==> config.mk <==
export PLATFORM = sky130hd
export DESIGN_NAME = mem_bus_arbiter
export DESIGN_NICKNAME = d
export VERILOG_FILES = /design/src/rtl/mem_bus_arbiter.sv
export SDC_FILE = /design/constraint.sdc
export NUM_CORES = 1
export LEC_CHECK = 0
export ABC_AREA = 1
export CAP_MARGIN = 10
export CORE_AREA = 2 2 211 213
export DETAILED_ROUTE_END_ITERATION = 10
export DIE_AREA = 0 0 213 215
export GPL_ROUTABILITY_DRIVEN = 0
export PLACE_DENSITY = 0.47
export SLEW_MARGIN = 20
export SYNTH_ARGS = -nofsm -noshare
export SYNTH_HDL_FRONTEND = slang
export SYNTH_SLANG_ARGS = --single-unit
==> constraint.sdc <==
create_clock -name clk -period 2.06 [get_ports clk]
set_clock_uncertainty 0.05 [all_clocks]
set_input_delay 0.412 -clock clk [delete_from_list [all_inputs] [get_ports clk]]
set_output_delay 0.412 -clock clk [all_outputs]
set_load 0.05 [all_outputs]
==> src/rtl/mem_bus_arbiter.sv <==
// Two-master (IF / LS) arbiter in front of one single-port memory, req/ready handshake.
// Optional ARB_ROUND_ROBIN_EN: ties alternate masters; otherwise LS has fixed priority.
module mem_bus_arbiter #(
  parameter int ADDR_W  = 64,
  parameter int DATA_W  = 64,
  parameter int MEM_LAT = 1
) (
  input  logic                clk,
  input  logic                rst,
  input  logic                if_req,
  input  logic [ADDR_W-1:0]   if_addr,
  output logic                if_ready,
  output logic [DATA_W-1:0]   if_rdata,
  input  logic                ls_req,
  input  logic                ls_we,
  input  logic [ADDR_W-1:0]   ls_addr,
  input  logic [DATA_W-1:0]   ls_wdata,
  input  logic [DATA_W/8-1:0] ls_wmask,
  output logic                ls_ready,
  output logic [DATA_W-1:0]   ls_rdata,
  output logic                mem_en,
  output logic                mem_we,
  output logic [ADDR_W-1:0]   mem_addr,
  output logic [DATA_W-1:0]   mem_wdata,
  output logic [DATA_W/8-1:0] mem_wmask,
  input  logic [DATA_W-1:0]   mem_rdata,
  output logic                busy
);

  typedef enum logic [1:0] {IDLE, ISSUE, WAIT, RESP} state_t;

  state_t     state, nxt;
  logic       gnt_vld;   // a transaction is owned by some master
  logic       gnt_ls;    // owner: 1 = LS, 0 = IF
  logic       last_ls;   // last completed grant: 1 = LS, 0 = IF
  logic [2:0] cnt;
  logic       any_req, pick_ls, take;

  assign any_req = if_req | ls_req;
  assign take    = (state == IDLE) && any_req;

`ifdef ARB_ROUND_ROBIN_EN
  // on a tie, hand the bus to whoever did not win last time
  assign pick_ls = ls_req && (!if_req || !last_ls);
`else
  assign pick_ls = ls_req;
`endif

  // next-state logic
  always_comb begin
    nxt = state;
    case (state)
      IDLE:  if (any_req) nxt = ISSUE;
      ISSUE: nxt = (MEM_LAT > 1) ? WAIT : RESP;
      WAIT:  if (cnt == 3'd1) nxt = RESP;
      RESP:  nxt = IDLE;
      default: nxt = IDLE;
    endcase
  end

  // state register plus the captured request that drives the memory port
  always_ff @(posedge clk) begin
    if (rst) begin
      state     <= IDLE;
      gnt_vld   <= 1'b0;
      gnt_ls    <= 1'b0;
      last_ls   <= 1'b0;
      cnt       <= 3'd0;
      mem_en    <= 1'b0;
      mem_we    <= 1'b0;
      mem_addr  <= '0;
      mem_wdata <= '0;
      mem_wmask <= '0;
    end else begin
      state  <= nxt;
      mem_en <= take;
      if (take) begin
        gnt_vld   <= 1'b1;
        gnt_ls    <= pick_ls;
        mem_addr  <= pick_ls ? ls_addr : if_addr;
        mem_we    <= pick_ls & ls_we;
        mem_wdata <= pick_ls ? ls_wdata : '0;
        mem_wmask <= pick_ls ? ls_wmask : '0;
      end
      // WAIT lasts MEM_LAT-1 cycles; counter counts down to 1
      if (state == ISSUE)     cnt <= 3'(MEM_LAT - 1);
      else if (state == WAIT) cnt <= cnt - 3'd1;
      if (state == RESP) begin
        last_ls <= gnt_ls;
        gnt_vld <= 1'b0;
      end
    end
  end

  // outputs; read data is a gated pass-through of the memory bus
  always_comb begin
    busy     = (state != IDLE);
    if_ready = 1'b0;
    ls_ready = 1'b0;
    if_rdata = '0;
    ls_rdata = '0;
    if (state == RESP && gnt_vld) begin
      if (gnt_ls) begin
        ls_ready = 1'b1;
        if (!mem_we) ls_rdata = mem_rdata;
      end else begin
        if_ready = 1'b1;
        if_rdata = mem_rdata;
      end
    end
  end

endmodule

=== Word level (Yosys, flattened, before mapping) ===
Index checks and enable logic that the tools add are counted.

* Bits in registers: 145
* Input port bits: 269
* Output and inout bits: 269
* Word-level logic and storage cells: 40

* Add/sub/neg operators: 1
* Eq/ne operators: 6
* Multiplexer cells: 15
* Bitwise operators: 2
* Reduce and logical (&&, ||, !) cells: 7

{| class="wikitable"
|+ Operator list
! operator !! count
|-
| 64-bit two-way mux || 7
|-
| 8-bit two-way mux || 1
|-
| 2-bit case mux with 4 select lines || 1
|-
| 2-bit equality test (second input constant) || 2
|-
| 1-bit two-way mux || 4
|-
| 2-bit two-way mux || 2
|-
| 2-bit != test (second input constant) || 2
|-
| 2-bit OR reduction || 2
|-
| 3-bit by 1-bit equality test with 1-bit output (second input constant) || 1
|-
| 3-bit by 1-bit subtractor with 3-bit output (second input constant) || 1
|-
| 2-bit by 1-bit equality test with 1-bit output (second input constant) || 1
|-
| 1-bit logical AND || 2
|-
| 2-bit logical NOT || 1
|-
| 2-bit AND reduction || 1
|-
| 2-bit nonzero test || 1
|-
| 1-bit AND || 1
|-
| 1-bit bitwise OR || 1
|}

=== Depth between registers and ports, before layout ===
* Word-level depth: 3
* Depth in mapped cells: 8
* Depth with buffers taken out: 7

=== Worst setup path before layout ===
OpenSTA, ideal clock, no wires.

* Path kind: register to output
* From: register state[0]
* To: output ls_rdata[10]
* Arrival time: 2577 ps
* Path slack: -979 ps
* Stages on the path, launching flop included: 7
* Buffers on the path: 1
* Path through: dfxtp_1 ha_1 nand2_1 nor2_1 nand2_1 clkbuf_1 nor2_1

* Cells in the longest elaborated chain, start to end: 3

{| class="wikitable"
|+ Ends and longest elaborated chain
! item !! line !! source
|-
| start: declaration || 32 || <nowiki>state_t state, nxt;</nowiki>
|-
| start signal: assignment || 75 || <nowiki>state <= nxt;</nowiki>
|-
| 2-bit equality test || 102 || <nowiki>if (state == RESP && gnt_vld) begin</nowiki>
|-
| 1-bit logical AND || 102 ||
|-
| 64-bit two-way mux || 102 ||
|-
| end: declaration || 20 || <nowiki>output logic [DATA_W-1:0] ls_rdata,</nowiki>
|}

No other way between the ends.

=== Final worst setup path ===
* From: register state[0]
* To: output ls_rdata[42]

Same word-level chain as after synthesis.

==> summary.txt <==
Setup path
  – Critical Path Fanout Max: 6
  – Type of the worst setup path: reg -> out
  – WP data arrival: 1860 ps
  – CP Launch Type: flop
  – Slowest-stage cell, CP: dfxtp_2
  – FF-to-FF End: mem_addr[47]$_SDFFE_PP0P_
  – FF-to-FF path depth: 8
  – Worst setup EP type: output port
  – Crit path from: state[0]$_SDFFE_PP0P_
  – CP max stage delay: 350 ps
  – Worst path required time: 1600 ps
  – R2r startpoint: state[0]$_SDFFE_PP0P_
  – Worst path cell trace: ha_4, nand2_4, nor2_4, nand2_8, buf_12, buf_16, nor2_4, buf_12
  – R2R setup slack: 380 ps

Pwr
  – P_sw: 0.005836 W
  – Internal power: about 0.0072 W
  – Design Power: 0.01300 W
  – Share of total power in combinational logic: a little under 50%
  – Sw Ratio: 44.89%
  – Power share of the clock group: 23.1%
  – Power density over cell area: 827.2 nW/µm²
  – Leak Pwr: just under 7 nW
  – Reg power frac: between 20 and 30%
  – Maximum VDD drop: roughly 540 µV

Global routing
  – Met3 GRT Util: 3.946%
  – Met1 Usage GRT: about 15%
  – Total grt overflow: 0
  – Largest net degree at the start of global routing: 87
  – Vias in the first global route: 8703
  – Initial antenna violation count: 6
  – First-pass GRT wire length: 52870 µm
  – GR peak layer: met2
  – GRT Overall Usage: 15.46%
  – M2 GR Usage: ~30%

Timing
  – RSZ-0062 raised after global routing: yes
  – Period Utilization, post-route: 112.6%
  – Slew margin rel.: 63.26%
  – Post-route worst setup slack: -258.5 ps
  – Fin. Hold Viols: 0
  – Hold Slack: roughly 350 ps
  – Minimum clock period: roughly 2300 ps
  – Final setup fails: 128
  – Max Fclk: 0.4313 GHz
  – Slew Limit Fails: 0
  – Worst-margin pin slew: 553.3 ps

Worst hold path
  – Hold path depth: 2
  – Hold EP: mem_wdata[12]$_SDFFE_PP0P_
  – Hold_sp: rst
  – Hold/Removal Path Class: in -> reg

Synthesis
  – Leading cell type by number of instances after synthesis: nor2_1
  – Cell variety after synth: 18
  – Post-Synthesis Cells: between 1000 and 1500
  – Flops & latches, synth: 145
  – Synth Flop Type: dfxtp_1
  – Top cells by count, synth: nor2_1, nand2_1, dfxtp_1
  – Register area share after synthesis: ~43%
  – Syn Area/Cell: ~6.4 µm²
  – Synth area leader: dfxtp_1
  – Fraction of registers with async set/reset: 0%
  – Ranking of synthesized cells by area: dfxtp_1, nor2_1, nand2_1
  – Syn Std Cell Area: just under 7000 µm²
  – Synth top area share: 42.90%
  – Post-synth EDFFs: 0
  – Synthesized Nets: 1340
  – Warnings from Yosys: 0

CTS
  – Hold-fix buffers, CTS: 0
  – CTS H-tree lvls: 4
  – TritonCTS Sinks: 145
  – Clock slew at reported path FFs: 60 ps
  – Clock Root Buffer: clkbuf_16
  – CTS tree: done
  – Clock latency on the worst-skew pair: 440 ps
  – Clock Tree Buf Depth: 2
  – Num CTS Buffers: 17

Die
  – Die area: approximately 46000 µm²
  – I/O pins: between 500 and 600
  – Die H: roughly 220 µm
  – Starting Density: 15.50%
  – Core Footprint: 43640 µm²
  – Die X: 213 µm
  – Rows: 77

Final layout
  – Final non-filler cell area: between 15000 and 20000 µm²
  – Layout cells sized above 1: 24.33%
  – Layout area overhead: 132.2%
  – Non-Filler Instances: approximately 2200
  – Fin nets: 1878

Routing
  – Residual DRC: 0
  – Vias: 8518
  – Total wire length: 36180 µm
  – Routed vias/inst: 3.851
  – Antenna Nets Post-Route: 0
  – WL per Instance: approximately 16 µm
  – DR iter-0 viols: 325
  – Drt pass-1 iters: 4

Placement
  – Cell Area, Placed: 13920 µm²
  – Post-DP HPWL: approximately 27000 µm
  – Dpl ws: -18.45 ps
  – Placed cells: 2152
  – I/O Buffers: 537

Run
  – MaxCap Viol Count: 0

Run status
  – Status: finished, violations left
  – Failing checks: setup timing
## registers in the layout (all words and copies together) (netlist names)
register,count
mem_addr,64
mem_wdata,64
mem_wmask,8
cnt,3
state,2
gnt_ls,1
gnt_vld,1
mem_en,1
mem_we,1
## kinds of logic (layout without fill, tap and decap cells)
kind of cell | Yosys count | count (layout) | synth area share, %
compound gates | 208 | 208 | 15.48
buf+inv | 211 | 761 | 12.80
fa+ha+maj | 7 | 7 | 1.294
simple gates | 493 | 494 | 27.53
flops | 145 | 145 | 42.90
other cells | 0 | 5 | 0
## power groups by stage
| stage | Combinational, W | Sequential, W | Clock, W |
|---|---|---|---|
| finish | 0.00632 | 0.00369 | 0.00300 |
| global route | 0.00673 | 0.00376 | 0.00324 |
| CTS | 0.00640 | 0.00369 | 0.00314 |
| detailed placement | 0.00635 | 0.00374 | 0 |
| global placement | 0.00635 | 0.00372 | 0 |
| floorplan | 0.00187 | 0.00564 | 0 |
## metrics by stage
step	setup TNS (ps)	utilization, %
finish	-21590	36.01
global route	-35250	36.00
CTS	-31070	35.83
detailed placement	-18.45	31.91
global placement	-36.27	31.91
floorplan	-23720	-
## layer usage
layer | routed length [µm] | part of all wire (%) | vias to the layer above
met4 | 1183 | 3.3 | 0
met1 | 13110 | 36 | 3841
li1 | - | - | 4312
met3 | 2395 | 6.6 | 45
met2 | 19490 | 54 | 320
met5 | 0 | 0 | -
## worst max path at each step
stage | cells past startpoint | endpoint
after detailed placement | 5 | if_rdata[47]
final | 8 | ls_rdata[42]
after CTS | 8 | ls_rdata[56]
after global placement | 5 | if_rdata[47]
after floorplan | 6 | if_rdata[11]
after global routing | 8 | ls_rdata[42]
## worst max-delay path, delay by kind of cell, from the launching register on
family	cells	cell delay [ps]
adder cells (fa/ha/maj)	1	150
flip-flops	1	350
AND/OR/NAND/NOR	4	440
buffers and inverters	3	460
## timing repair
item,4_1_cts,5_1_grt
resized for setup,323,42
setup endpoints to repair,233,129
pin swaps,11,6
buffers inserted,12,1
gates cloned,14,0
## cells in the final DEF, fill, tap and decap left out, drive strengths merged
master / netlist / routed
a211oi: 1 / 1
a21oi: 78 / 78
buf: 35 / 217
bufinv: 0 / 1
clkbuf: 36 / 20
clkdlybuf4s50: 0 / 266
clkinv: 0 / 3
clkinvlp: 0 / 7
dfxtp: 145 / 145
diode: 0 / 5
dlygate4sd2: 0 / 105
ha: 7 / 7
inv: 140 / 142
nand2: 221 / 222
nand3: 2 / 2
nor2: 266 / 266
nor3: 2 / 2
o21ai: 129 / 129
or2: 2 / 2
## layout make-up
cell class | instances | area [µm²]
Inverter | 140 | 538.0
Sequential cell | 145 | 2905
Timing Repair Buffer | 588 | 6923
Clock inverter | 12 | 110.1
Tap cell | 592 | 740.7
Clock buffer | 20 | 446.7
Timing Repair inverter | 1 | 16.27
Multi-Input combinational cell | 709 | 4021
Fill cell | 4536 | 27930
Antenna cell | 5 | 12.51
Note: power is estimated with default switching activity, not from simulation.
